File: src/rtl/mem_port_arbiter_pkg.sv
// Shared definitions for the unified memory-port arbiter: FSM state
// encoding, grant-owner codes and counter widths.
package mem_port_arbiter_pkg;

  typedef enum logic [1:0] {
    IDLE   = 2'd0,
    IF_ACC = 2'd1,
    D_ACC  = 2'd2,
    RESP   = 2'd3
  } state_e;

  localparam logic OWN_IF = 1'b0;
  localparam logic OWN_D  = 1'b1;

  // Width of the consecutive-data-grant counter and of the watchdog.
  localparam int STREAK_W = 4;
  localparam int WDOG_W   = 8;

endpackage

File: src/rtl/arb_grant_sel.sv
// Combinational grant decision for the memory-port arbiter. Data has
// priority over fetch, except when data has already won STREAK_MAX
// consecutive contested grants, in which case fetch is served.
module arb_grant_sel
  import mem_port_arbiter_pkg::*;
#(
  parameter int STREAK_MAX = 4
) (
  input  logic                if_req_i,
  input  logic                d_req_i,
  input  logic [STREAK_W-1:0] streak_i,
  output logic                grant_o,
  output logic                owner_o
);

  localparam logic [STREAK_W-1:0] STREAK_LIM = STREAK_W'(STREAK_MAX);

  // Pick the owner of the next grant; fetch wins only when starved.
  always_comb begin
    grant_o = if_req_i | d_req_i;
    owner_o = OWN_IF;
    if (d_req_i && !(if_req_i && (streak_i == STREAK_LIM))) begin
      owner_o = OWN_D;
    end
  end

endmodule

File: src/rtl/mem_port_arbiter.sv
// Arbiter for the core's single unified memory port, shared between the
// instruction-fetch and data stages. One access at a time: grant, hold
// the port until m_ack, then a one-cycle registered ready pulse.
// Optional watchdog abort: define MEM_PORT_ARB_TIMEOUT_EN.
module mem_port_arbiter
  import mem_port_arbiter_pkg::*;
#(
  parameter int AW         = 32,
  parameter int DW         = 32,
  parameter int STREAK_MAX = 4,
  parameter int TIMEOUT    = 16
) (
  input  logic            clk,
  input  logic            reset,
  input  logic            if_req,
  input  logic [AW-1:0]   if_addr,
  output logic [DW-1:0]   if_rdata,
  output logic            if_ready,
  input  logic            d_req,
  input  logic            d_we,
  input  logic [AW-1:0]   d_addr,
  input  logic [DW-1:0]   d_wdata,
  input  logic [DW/8-1:0] d_be,
  output logic [DW-1:0]   d_rdata,
  output logic            d_ready,
  output logic            m_req,
  output logic            m_we,
  output logic [AW-1:0]   m_addr,
  output logic [DW-1:0]   m_wdata,
  output logic [DW/8-1:0] m_be,
  input  logic [DW-1:0]   m_rdata,
  input  logic            m_ack,
  output logic            busy,
  output logic            err
);

  localparam int BW = DW / 8;
  localparam logic [STREAK_W-1:0] STREAK_LIM = STREAK_W'(STREAK_MAX);

  // Elaboration-time parameter range checks.
  if (STREAK_MAX < 1 || STREAK_MAX > 15) begin : g_bad_streak
    $error("mem_port_arbiter: STREAK_MAX must be 1..15");
  end
  if (TIMEOUT < 2 || TIMEOUT > 255) begin : g_bad_timeout
    $error("mem_port_arbiter: TIMEOUT must be 2..255");
  end

  state_e                state_q;
  logic                  m_req_q;
  logic                  m_we_q;
  logic [AW-1:0]         m_addr_q;
  logic [DW-1:0]         m_wdata_q;
  logic [BW-1:0]         m_be_q;
  logic [DW-1:0]         if_rdata_q;
  logic [DW-1:0]         d_rdata_q;
  logic                  if_ready_q;
  logic                  d_ready_q;
  logic                  busy_q;
  logic [STREAK_W-1:0]   streak_q;
  logic [STREAK_W-1:0]   streak_d;
  logic                  grant_vld;
  logic                  grant_own;

  arb_grant_sel #(
    .STREAK_MAX (STREAK_MAX)
  ) u_grant_sel (
    .if_req_i (if_req),
    .d_req_i  (d_req),
    .streak_i (streak_q),
    .grant_o  (grant_vld),
    .owner_o  (grant_own)
  );

  // Next streak value if a grant is made this cycle: only contested data
  // grants extend the streak; it saturates at the limit.
  always_comb begin
    streak_d = '0;
    if (grant_own == OWN_D && if_req) begin
      streak_d = (streak_q == STREAK_LIM) ? streak_q : streak_q + 4'd1;
    end
  end

`ifdef MEM_PORT_ARB_TIMEOUT_EN
  localparam logic [WDOG_W-1:0] WDOG_LIM = WDOG_W'(TIMEOUT - 1);
  logic [WDOG_W-1:0] wdog_q;
  logic              err_q;
`endif

  // Access FSM with all port-facing outputs registered.
  always_ff @(posedge clk or negedge reset) begin
    if (!reset) begin
      state_q    <= IDLE;
      m_req_q    <= 1'b0;
      m_we_q     <= 1'b0;
      m_addr_q   <= '0;
      m_wdata_q  <= '0;
      m_be_q     <= '0;
      if_rdata_q <= '0;
      d_rdata_q  <= '0;
      if_ready_q <= 1'b0;
      d_ready_q  <= 1'b0;
      busy_q     <= 1'b0;
      streak_q   <= '0;
`ifdef MEM_PORT_ARB_TIMEOUT_EN
      wdog_q     <= '0;
      err_q      <= 1'b0;
`endif
    end else begin
      if_ready_q <= 1'b0;
      d_ready_q  <= 1'b0;
`ifdef MEM_PORT_ARB_TIMEOUT_EN
      err_q      <= 1'b0;
`endif
      case (state_q)
        IDLE: begin
          if (grant_vld) begin
            m_req_q  <= 1'b1;
            busy_q   <= 1'b1;
            streak_q <= streak_d;
`ifdef MEM_PORT_ARB_TIMEOUT_EN
            wdog_q   <= '0;
`endif
            if (grant_own == OWN_D) begin
              state_q   <= D_ACC;
              m_we_q    <= d_we;
              m_addr_q  <= d_addr;
              m_wdata_q <= d_wdata;
              m_be_q    <= d_be;
            end else begin
              state_q   <= IF_ACC;
              m_we_q    <= 1'b0;
              m_addr_q  <= if_addr;
              m_wdata_q <= '0;
              m_be_q    <= '1;
            end
          end
        end
        IF_ACC, D_ACC: begin
          if (m_ack) begin
            m_req_q <= 1'b0;
            state_q <= RESP;
            if (state_q == D_ACC) begin
              d_ready_q <= 1'b1;
              // Stores leave the load-data register untouched.
              if (!m_we_q) d_rdata_q <= m_rdata;
            end else begin
              if_ready_q <= 1'b1;
              if_rdata_q <= m_rdata;
            end
          end
`ifdef MEM_PORT_ARB_TIMEOUT_EN
          else if (wdog_q == WDOG_LIM) begin
            // Memory never answered: abort and report with zero data.
            m_req_q <= 1'b0;
            state_q <= RESP;
            err_q   <= 1'b1;
            if (state_q == D_ACC) begin
              d_ready_q <= 1'b1;
              d_rdata_q <= '0;
            end else begin
              if_ready_q <= 1'b1;
              if_rdata_q <= '0;
            end
          end else begin
            wdog_q <= wdog_q + 8'd1;
          end
`endif
        end
        RESP: begin
          state_q <= IDLE;
          busy_q  <= 1'b0;
        end
        default: state_q <= IDLE;
      endcase
    end
  end

  assign m_req    = m_req_q;
  assign m_we     = m_we_q;
  assign m_addr   = m_addr_q;
  assign m_wdata  = m_wdata_q;
  assign m_be     = m_be_q;
  assign if_rdata = if_rdata_q;
  assign if_ready = if_ready_q;
  assign d_rdata  = d_rdata_q;
  assign d_ready  = d_ready_q;
  assign busy     = busy_q;
`ifdef MEM_PORT_ARB_TIMEOUT_EN
  assign err      = err_q;
`else
  assign err      = 1'b0;
`endif

endmodule

File: config.mk
export PLATFORM = sky130hd
export DESIGN_NAME = mem_port_arbiter
export DESIGN_NICKNAME = d
export VERILOG_FILES = /design/src/rtl/mem_port_arbiter_pkg.sv /design/src/rtl/arb_grant_sel.sv /design/src/rtl/mem_port_arbiter.sv
export SDC_FILE = /design/constraint.sdc
export NUM_CORES = 1
export LEC_CHECK = 0
export ABC_AREA = 1
export CORE_ASPECT_RATIO = 0.7
export CORE_UTILIZATION = 41
export CTS_BUF_LIST = sky130_fd_sc_hd__clkbuf_8 sky130_fd_sc_hd__clkbuf_16
export CTS_CLUSTER_DIAMETER = 50
export DETAILED_ROUTE_END_ITERATION = 10
export GPL_TIMING_DRIVEN = 1
export PLACE_DENSITY = 0.79
export REMOVE_ABC_BUFFERS = 1
export SETUP_SLACK_MARGIN = 0.02
export SYNTH_ARGS = -nofsm -noshare
export SYNTH_HDL_FRONTEND = slang
export SYNTH_HIERARCHICAL = 1
export SYNTH_SLANG_ARGS = --single-unit
File: constraint.sdc
create_clock -name clk -period 1.9 [get_ports clk]
set_clock_uncertainty 0.1 [all_clocks]
set_input_delay 0.285 -clock clk [delete_from_list [all_inputs] [get_ports clk]]
set_output_delay 0.285 -clock clk [all_outputs]
set_load 0.01 [all_outputs]
# ---- Word-level counts from Yosys, hierarchy flattened
# Cells that the tools add are included.
dict set report totals {
  regBits 143
  in_bits 138
  wordCells 59
}
dict set report op_classes {
  addsub 1
  eq_ne 7
  mux 21
  n_bitwise 3
  n_reduce_logical 15
}
# op n
set op_table {}
lappend op_table {{32-bit two-way mux} 2}
lappend op_table {{4-bit two-way mux} 3}
lappend op_table {{1-bit two-way mux} 10}
lappend op_table {{3-bit AND reduction} 3}
lappend op_table {{2-bit two-way mux} 3}
lappend op_table {{2-bit != test, second input constant} 3}
lappend op_table {{2-bit case mux with 3 select lines} 1}
lappend op_table {{2-bit AND reduction} 3}
lappend op_table {{4-bit by 1-bit adder with 4-bit output, second input constant} 1}
lappend op_table {{2-bit equality test, second input constant} 2}
lappend op_table {{4-bit by 3-bit equality test with 1-bit output, second input constant} 1}
lappend op_table {{1-bit case mux with 2 select lines} 2}
lappend op_table {{4-bit AND reduction} 1}
lappend op_table {{2-bit nonzero test} 2}
lappend op_table {{1-bit logical AND} 3}
lappend op_table {{2-bit by 1-bit equality test with 1-bit output, second input constant} 1}
lappend op_table {{2-bit logical NOT} 1}
lappend op_table {{1-bit NOT} 2}
lappend op_table {{2-bit OR reduction} 1}
lappend op_table {{1-bit logical NOT} 1}
lappend op_table {{1-bit OR} 1}

# ---- Depth between registers and ports, before layout
# Gate-level depths: netlist (run 1).
dict set report depth {
  word_depth 8
  depth_mapped 11
  mapped_depth_nobuf 10
}

# ---- By module
# The synthesis (run 1) kept the hierarchy.
# mod n_inst cells_per_inst area_per_inst_um2 seq_area_each_um2
set modules_own_cells {}
lappend modules_own_cells {mem_port_arbiter 1 574 5713.0 3578.4}
lappend modules_own_cells {arb_grant_sel 1 9 37.5 0.0}

# ---- Worst setup path after synthesis (run 1)
# OpenSTA, ideal clock, no wires.
dict set report synth_timing {
  path_type {reg-to-reg}
  from {register state_q[1]}
  to {register if_rdata_q[10] (netlist: if_rdata[10])}
  setup_ns 0.121
  arrival_time_ns 1.306
  t_required_ns 1.679
  setup_slack_ns 0.374
  path_stages_with_launch 10
  path_buffers 2
  cell_sequence {dfrtp_1 inv_1 ha_1 inv_1 nor2_1 nand2_1 buf_4 buf_2 nand2_1 o21ai_1}
}
dict set report synth_between {
  elab_chain_len 3
  elab_cells_between_ends 5
  classes_between {eq/ne (2); bitwise (1); reduce/logical (2)}
}
# item line
set synth_lines {}
lappend synth_lines {{start: declaration} mem_port_arbiter.sv:48} ;# state_e state_q;
lappend synth_lines {{start signal: assignment} mem_port_arbiter.sv:92} ;# state_q <= IDLE;
lappend synth_lines {{start signal: assignment} mem_port_arbiter.sv:124} ;# state_q <= D_ACC;
lappend synth_lines {{start signal: assignment} mem_port_arbiter.sv:130} ;# state_q <= IF_ACC;
lappend synth_lines {{2-bit equality test / 2-bit by 1-bit equality test with 1-bit output (equally long branches)} {mem_port_arbiter.sv:114, mem_port_arbiter.sv:142}}
lappend synth_lines {{2-bit OR reduction / 1-bit NOT (equally long branches)} --}
lappend synth_lines {{3-bit AND reduction (no line) *} --}
lappend synth_lines {{end signal: assignment} mem_port_arbiter.sv:148} ;# if_rdata_q <= m_rdata;
lappend synth_lines {{end: declaration} mem_port_arbiter.sv:54} ;# logic [DW-1:0] if_rdata_q;
# Mark *: on every way between the ends. The rest lies on a longest branch, timed or not.
# A chain may end at the register's enable or synchronous reset.

# ---- Worst setup path in the final report (run 1)
dict set report layout_timing {
  from {register d_rdata_q[8] (netlist: d_rdata[8])}
  to {output d_rdata[8]}
}
# item line
set layout_rtl {}
lappend layout_rtl {{start: declaration} mem_port_arbiter.sv:55} ;# logic [DW-1:0] d_rdata_q;
lappend layout_rtl {{start signal: assignment} mem_port_arbiter.sv:145} ;# if (!m_we_q) d_rdata_q <= m_rdata;
lappend layout_rtl {{end: declaration} mem_port_arbiter.sv:24} ;# output logic [DW-1:0] d_rdata,
# No word-level cell between the ends.

==> results of run 1 <==
==> power breakdown <==
group          internal [mW]  switching [mW]  total [mW]
clock                   2.26            1.36        3.62
combinational           3.76            3.28        7.04
sequential              4.51           0.848        5.36
total                   10.5            5.48        16.0
==> through the flow <==
step	power (mW)	util	hold WS, ns
2_1_floorplan	8.13	-	-0.111
3_3_place_gp	12.1	0.650	0.107
3_5_place_dp	12.4	0.650	0.114
4_1_cts	16.1	0.699	0.239
5_1_grt	17.0	0.699	0.262
6_report	16.0	0.699	0.245
==> layout by cell type, fill, tap and decap left out, drive strengths merged <==
cell type | synthesis | final
or2 | 1 | 1
bufinv | 0 | 4
a21oi | 64 | 64
nand3 | 5 | 5
conb | 1 | 1
xor2 | 1 | 1
nor2 | 39 | 39
dfrtp | 143 | 143
buf | 28 | 15
a22o | 32 | 32
clkinvlp | 0 | 1
clkinv | 0 | 3
nand2 | 126 | 126
nand4 | 1 | 1
o21ai | 72 | 72
clkdlybuf4s50 | 0 | 273
dlygate4sd3 | 0 | 1
o22a | 4 | 4
ha | 5 | 5
inv | 54 | 60
clkbuf | 7 | 18
==> worst paths after layout <==
check | end | slack [ns] | cells after the start | from
max | d_rdata[8] | 0.16 | 1 | d_rdata[8]
min | m_addr[23] | 0.24 | 2 | reset
max reg2reg | m_addr[29] | 0.20 | 7 | state_q[1]
min reg2reg | d_rdata[2] | 0.38 | 2 | d_rdata[2]
max in group asynchronous | d_rdata[14] | 0.78 | 3 | reset
min in group clk | m_addr[20] | 0.33 | 3 | d_addr[20]
==> timing repair <==
item                                   4_1_cts  5_1_grt
hold buffers                                 1        0
endpoints found under the hold margin       35        0
setup endpoints to repair                    0        0
==> cell type report <==
class	instances	area share
Sequential cell	143	0.382
Inverter	54	0.0217
Timing Repair Buffer	289	0.316
Clock inverter	14	0.0218
Multi-Input combinational cell	351	0.186
Clock buffer	18	0.0469
Tap cell	185	0.0247
==> state kept, by name (all words and copies together), names as in the netlist <==
signal    count
busy          1
m_we          1
m_addr       32
m_wdata      32
m_be          4
if_ready      1
if_rdata     32
d_rdata      32
d_ready       1
state_q       2
m_req         1
streak_q      4
==> per-layer routing <==
layer  global-route usage  vias up
met2                0.419      205
met1                0.286     2494
li1                     -     2463
met3               0.0917       20
met5                    0        -
met4               0.0728        0
==> kinds of logic (layout without fill, tap and decap cells) <==
kind of cell / count (synthesis) / count (layout) / synth area share
AO/OA/AOI/OAI: 172 / 172 / 0.173
flip-flops: 143 / 143 / 0.622
XOR/XNOR: 1 / 1 / 0.00152
buffers and inverters: 89 / 375 / 0.0755
AND/OR/NAND/NOR: 172 / 172 / 0.116
other: 1 / 1 / 0.000652
adder cells (fa/ha/maj): 5 / 5 / 0.0109
==> flow_summary.ini, run 1 <==
[run_status]
outcome = finished clean

[timing]
worst_slack_ns = 0.164
rsz0062_at_grt = false
min_period_over_period = 0.914
finalSetupTns_ns = 0
finalSetupViolCount = 0
timing.fmax_ghz = 0.576
hold_viol = 0
fin_crit_ns = 1.74
slew_violations = 0

[critical_path]
cpPeakStageDelay_ns = 0.59
crit_arrival_ns = 1.35
path_delay_family = buffers and inverters
start_kind = register
path_class = reg2out
cp-end-kind = output pin
crit_chain = clkdlybuf4s50_1
cp_max_fo = 2
cp_slowest_cell = clkdlybuf4s50_1
crit_required_ns = 1.51
cp_num_buf_inv = 1

[logic_synthesis]
synth_warnings = 6
synth_common_cells = dfrtp_1 (143), nand2_1 (125), a21oi_1 (64)
synth-seq-cells = 143
synthTopCellsByArea = dfrtp_1 (62%), nand2_1 (8.2%), a21oi_1 (5.6%), a22o_1 (4.9%), o21ai_0 (4.2%)
post_synth.cell_area_avg_um2 = 9.86
synth_top_cell_by_area = dfrtp_1
syn_area_um2 = 5750
synth_most_common_cell = dfrtp_1
synth_enable_flop_cells = 0
synthCells = 583
async_flop_share = 1.00
yosysTopAreaCellShare = 0.622
seq_area_frac_synth = 0.622
synth.distinct_cells = 22
synth_ff_type = dfrtp_1

[place]
dpl_cell_area_um2 = 8710
dp.cells = 1021
gp_congestion = 0.824
port_buffers = 274
dpl_worst_slack_ns = -0.0244
dp_hpwl_um = 12400

[clocking]
tritoncts = done
path_clk_slew_ns = 0.06
cts_made_buffers = 17
cts_max_path_buffers = 2
clock_latency_ns = 0.40
htreeDepth = 4
postCtsSetupBuffers = 0
cts_resized = 0
cts.sinks = 143
clk_root_buffer_cell = clkbuf_16

[finish]
n_antenna_cell = 0
finalInstanceArea_um2 = 9360
areaGrowthSynthToFinish_pct = 62.8
num-fill-cells = 1038
drive_gt1_frac = 0.0598
fin_cells = 1054
multi_input_area_um2 = 1750
seqCellArea_um2 = 3580
fin_nets = 999

[routing]
ant_nets = 0
drt_iter0_drc = 252
wl_met1_um = 6940
top_layer = met4
viasPerCell = 4.92
vias = 5182
drc = 0
first_pass_iters = 4
met2WireLength_um = 8610
wl_met3_um = 1580
wl_per_cell_um = 16.5
wl_um = 17400

[die]
rows = 35
ios = 276
start_util = 0.429
die_width_um = 144
coreArea_um2 = 13400
die_area_um2 = 14500
die_h_um = 101

[global_routing]
grt_overflow = 0
grt_use_total = 0.244
grt_pass1_wl_um = 27100
grt_max_degree = 66
grt_pass1_vias = 5422
antenna_found_initial = 0

[min_path]
hp-class = in2async

[power]
leakagePower_nw = 4.27
peakVddDrop_mv = 0.867
power.density_nw_per_um2 = 1710

[job]
maxCapViolCount = 0
Power figures use the tool's default switching activity.
==> run 2: changes to the inputs <==
--- a/config.mk
+++ b/config.mk
@@ -6,13 +6,15 @@
 export NUM_CORES = 1
 export LEC_CHECK = 0
 export ABC_AREA = 1
+export CELL_PAD_IN_SITES_DETAIL_PLACEMENT = 1
+export CELL_PAD_IN_SITES_GLOBAL_PLACEMENT = 2
 export CORE_ASPECT_RATIO = 0.7
-export CORE_UTILIZATION = 41
+export CORE_UTILIZATION = 23
 export CTS_BUF_LIST = sky130_fd_sc_hd__clkbuf_8 sky130_fd_sc_hd__clkbuf_16
 export CTS_CLUSTER_DIAMETER = 50
 export DETAILED_ROUTE_END_ITERATION = 10
 export GPL_TIMING_DRIVEN = 1
-export PLACE_DENSITY = 0.79
+export PLACE_DENSITY = 0.77
 export REMOVE_ABC_BUFFERS = 1
 export SETUP_SLACK_MARGIN = 0.02
 export SYNTH_ARGS = -nofsm -noshare
==> run 2 against run 1 <==
Total power is 2.1% lower. Core utilization is 31 points lower. Sequential share of layout area shrank 0.46 points. Flip-flop and latch count did not move. Die area up 77%. Count of clock-buffer cells in the layout up 1. Via count is 0.33% lower. Cell area rose by 1.2%. Critical path depth did not move. Register-to-register slack barely moved. Critical endpoint is now m_be[0]. Largest power group unchanged.
==> flow_summary.ini, run 2 (synthesized netlist as in run 1, its figures left out) <==
[run_status]
outcome = finished clean

[power]
leakagePower_nw = 4.24
clkPwrFrac = 0.204
peakVddDrop_mv = 0.656
intPower_mw = 10.2
switchingPower_mw = 5.52
power.density_nw_per_um2 = 1650
p_comb_frac = 0.456
p_total_mw = 15.7
swShare = 0.352
seqPwrFrac = 0.341

[critical_path]
start_kind = register
cp_max_fo = 2
crit_required_ns = 1.51
path_class = reg2out
path_delay_family = buffers and inverters
crit_chain = clkdlybuf4s50_1
cp-end-kind = output pin
cpPeakStageDelay_ns = 0.63
cp_num_buf_inv = 1
cp_slowest_cell = clkdlybuf4s50_1
crit_arrival_ns = 1.38

[timing]
fin_crit_ns = 1.77
min_period_over_period = 0.929
timing.fmax_ghz = 0.566
hold_viol = 0
fin_hold_ws_ns = 0.228
finalSetupViolCount = 0
rsz0062_at_grt = false
slew_violations = 0
finalSetupTns_ns = 0

[min_path]
hp-class = in2async

[routing]
first_pass_iters = 4
wl_per_cell_um = 16.8
wl_um = 20100
drc = 0
vias = 5165
drt_iter0_drc = 172
ant_nets = 0
viasPerCell = 4.31

[global_routing]
antenna_found_initial = 0
grt_max_degree = 66
grt_use_total = 0.160
grt_pass1_wl_um = 31100
grt_overflow = 0
grt_pass1_vias = 5494

[finish]
drive_gt1_frac = 0.0619
fin_nets = 1003
fin_cells = 1197
areaGrowthSynthToFinish_pct = 64.8
mostFrequentLayoutCells = clkdlybuf4s50_1 (273), dfrtp_1 (143), nand2_1 (123)
num-fill-cells = 2825
n_antenna_cell = 0
utilization = 0.385
final_common_cell = clkdlybuf4s50_1

[place]
port_buffers = 274
dp.cells = 1165
dp_hpwl_um = 14500
gp_congestion = 0.751

[die]
ios = 276
die_area_um2 = 25600
coreArea_um2 = 24600
die_width_um = 191
rows = 48
start_util = 0.234
die_h_um = 134

[clocking]
path_clk_slew_ns = 0.06
cts_made_buffers = 17
postCtsSetupBuffers = 0
tritoncts = done
clock_latency_ns = 0.42
clk_root_buffer_cell = clkbuf_16
cts.sinks = 143
cts_max_path_buffers = 2
htreeDepth = 4

[job]
maxCapViolCount = 0
## run 2: layer usage
layer | routed length (um) | up-vias | global-route usage
li1 | - | 2452 | -
met1 | 9210 | 2509 | 0.211
met2 | 8880 | 190 | 0.241
met3 | 1870 | 14 | 0.0631
met4 | 170 | 0 | 0.0467
met5 | 0 | - | 0
## run 2: timing repair
item                                    in CTS  in global routing
hold buffers                                 1                  0
endpoints found under the setup margin       0                  1
endpoints found under the hold margin       31                  0
gates resized for setup                      0                  1
## run 2: layout make-up
class / count / area [um2] / share of cell area
clock buffer: 19 / 453 / 0.0478
clock inverter: 12 / 97.6 / 0.0103
inverter: 54 / 203 / 0.0214
multi-input combinational: 351 / 1750 / 0.184
sequential: 143 / 3580 / 0.378
tap: 325 / 407 / 0.0429
timing repair buffer: 293 / 2990 / 0.315
## run 2: stage by stage
step | cell area (um2) | setup WS, ns
6_report | 9480 | 0.134
4_1_cts | 9470 | 0.103
2_1_floorplan | 5520 | -1.04
3_5_place_dp | 8910 | -0.00997
3_3_place_gp | 8910 | 0.0490
5_1_grt | 9480 | 0.0468
## run 2: final timing paths
path | startpoint | slack, ns | depth (start not counted) | end
setup / recovery | m_be[0] | 0.13 | 1 | m_be[0]
hold / removal | reset | 0.23 | 2 | m_wdata[31]
setup reg to reg | state_q[0] | 0.20 | 8 | if_rdata[6]
hold reg to reg | d_rdata[31] | 0.38 | 2 | d_rdata[31]
max in group asynchronous | reset | 0.83 | 3 | m_addr[8]
min in group clk | d_addr[17] | 0.33 | 3 | m_addr[17]
## run 2: power groups by stage
| stage | Combinational [mW] | Sequential [mW] | Clock (mW) |
|---|---|---|---|
| CTS | 7.27 | 5.37 | 3.31 |
| detailed placement | 7.23 | 5.38 | 0 |
| global route | 7.83 | 5.53 | 3.43 |
| global placement | 7.13 | 5.35 | 0 |
| floorplan | 2.19 | 5.94 | 0 |
| finish | 7.14 | 5.34 | 3.19 |
==> run 3: changes to the inputs <==
--- a/config.mk
+++ b/config.mk
@@ -6,7 +6,7 @@
 export NUM_CORES = 1
 export LEC_CHECK = 0
 export ABC_AREA = 1
-export CELL_PAD_IN_SITES_DETAIL_PLACEMENT = 1
+export CELL_PAD_IN_SITES_DETAIL_PLACEMENT = 2
 export CELL_PAD_IN_SITES_GLOBAL_PLACEMENT = 2
 export CORE_ASPECT_RATIO = 0.7
 export CORE_UTILIZATION = 23
==> run 3 against run 2 <==
First-iteration DRC count fell by 4.1%. Cell count is essentially flat. Register-to-register slack got worse by 0.03 ns. Sequential power about the same. Cell area up 0.96%. Total power up 3.6%. Via count up 2.9%. Largest cell class unchanged. Maximum frequency is 0.53% lower. Wire length is 8.7% higher. Flip-flop and latch count did not move.
==> flow_summary.ini, run 3 (synthesized netlist as in run 1, its figures left out) <==
[global_routing]
grt_pass1_vias = 5987
grt_util_met1 = 0.217
grt_use_total = 0.174
grt_max_degree = 66
grt_pass1_wl_um = 34000
antenna_found_initial = 0
grt_busiest_layer = met2
grtUsageMet2 = 0.276
grt_overflow = 0
grt.met3_usage = 0.0657

[clocking]
cts.sinks = 143
clock_latency_ns = 0.42
clk_root_buffer_cell = clkbuf_16
postCtsSetupBuffers = 0
cts_max_path_buffers = 2
path_clk_slew_ns = 0.06
htreeDepth = 4
tritoncts = done
cts_made_buffers = 17

[finish]
fin_nets = 1003
n_antenna_cell = 0
utilization = 0.389
mostFrequentLayoutCells = clkdlybuf4s50_1 (273), dfrtp_1 (143), nand2_1 (123)
areaGrowthSynthToFinish_pct = 66.4
final_common_cell = clkdlybuf4s50_1
drive_gt1_frac = 0.0653

[critical_path]
cpPeakStageDelay_ns = 0.59
cp_slowest_cell = clkdlybuf4s50_1
timing.rr.start = state_q[0]
cp_max_fo = 2
crit_arrival_ns = 1.39
crit_path_start = m_wdata[3]
start_kind = register
crit_required_ns = 1.51
crit_chain = clkdlybuf4s50_1
path_class = reg2out
path_delay_family = buffers and inverters
cp_num_buf_inv = 1
cp-end-kind = output pin

[die]
start_util = 0.234
rows = 48
die_h_um = 134
die_width_um = 191
ios = 276
coreArea_um2 = 24600
die_area_um2 = 25600

[power]
peakVddDrop_mv = 0.634
leakagePower_nw = 4.28
p_total_mw = 16.2
power.density_nw_per_um2 = 1700

[routing]
vias = 5314
ant_nets = 0
drt_iter0_drc = 165
first_pass_iters = 4
wl_per_cell_um = 18.3
viasPerCell = 4.44
wl_um = 21900
drc = 0

[place]
dp_hpwl_um = 16000
gp_congestion = 0.751
port_buffers = 274

[timing]
slew_violations = 0
fin_crit_ns = 1.78
hold_viol = 0
rsz0062_at_grt = false
finalSetupViolCount = 0
min_period_over_period = 0.934
fin_hold_ws_ns = 0.232
timing.fmax_ghz = 0.563
finalSetupTns_ns = 0

[job]
maxCapViolCount = 0

[run_status]
outcome = finished clean

[min_path]
hp-class = in2async
run 3: cell count changes in the layout (fill, tap and decap cells not counted), sizes merged:
cell	change
clkbuf	+4
clkinvlp	-2
inv	-3
bufinv	+2
run 3: cell type report:
type	instances	area, um2
sequential	143	3580
clock inverter	9	130
timing repair buffer	293	2990
clock buffer	23	508
inverter	54	203
fill	2681	15100
tap	325	407
multi-input combinational	351	1750
run 3: worst paths after layout:
kind,cells past startpoint,endpoint,slack [ns]
max,1,m_wdata[3],0.12
min,2,if_rdata[12],0.23
max reg2reg,8,if_rdata[15],0.17
min reg2reg,2,d_rdata[31],0.39
max in group asynchronous,3,m_addr[5],0.81
min in group clk,3,m_addr[10],0.32
run 3: timing repair:
action / in CTS / in global routing
hold buffers: 1 / 0
hold endpoints to repair: 31 / 0
setup endpoints to repair: 0 / 2
gates resized for setup: 0 / 2
run 3: per-stage QoR:
stage	std cells	worst slack, ns	area [um2]
after floorplan	548	-1.04	5520
after CTS	1198	0.0831	9560
final	1198	0.125	9570
after global routing	1198	0.0488	9570
after global placement	1165	0.0490	8910
after detailed placement	1165	-0.0775	8910
run 3: where the power goes:
group	leakage (nW)	internal (mW)	switching (mW)	total (mW)
logic	2.22	3.80	3.45	7.26
clock network	0.309	2.27	1.34	3.61
registers	1.76	4.51	0.860	5.37
run 3: metal layers:
| metal | up-vias | part of all wire |
|---|---|---|
| li1 | 2457 | - |
| met1 | 2651 | 0.44 |
| met2 | 183 | 0.46 |
| met3 | 23 | 0.082 |
| met4 | 0 | 0.017 |
| met5 | - | 0 |
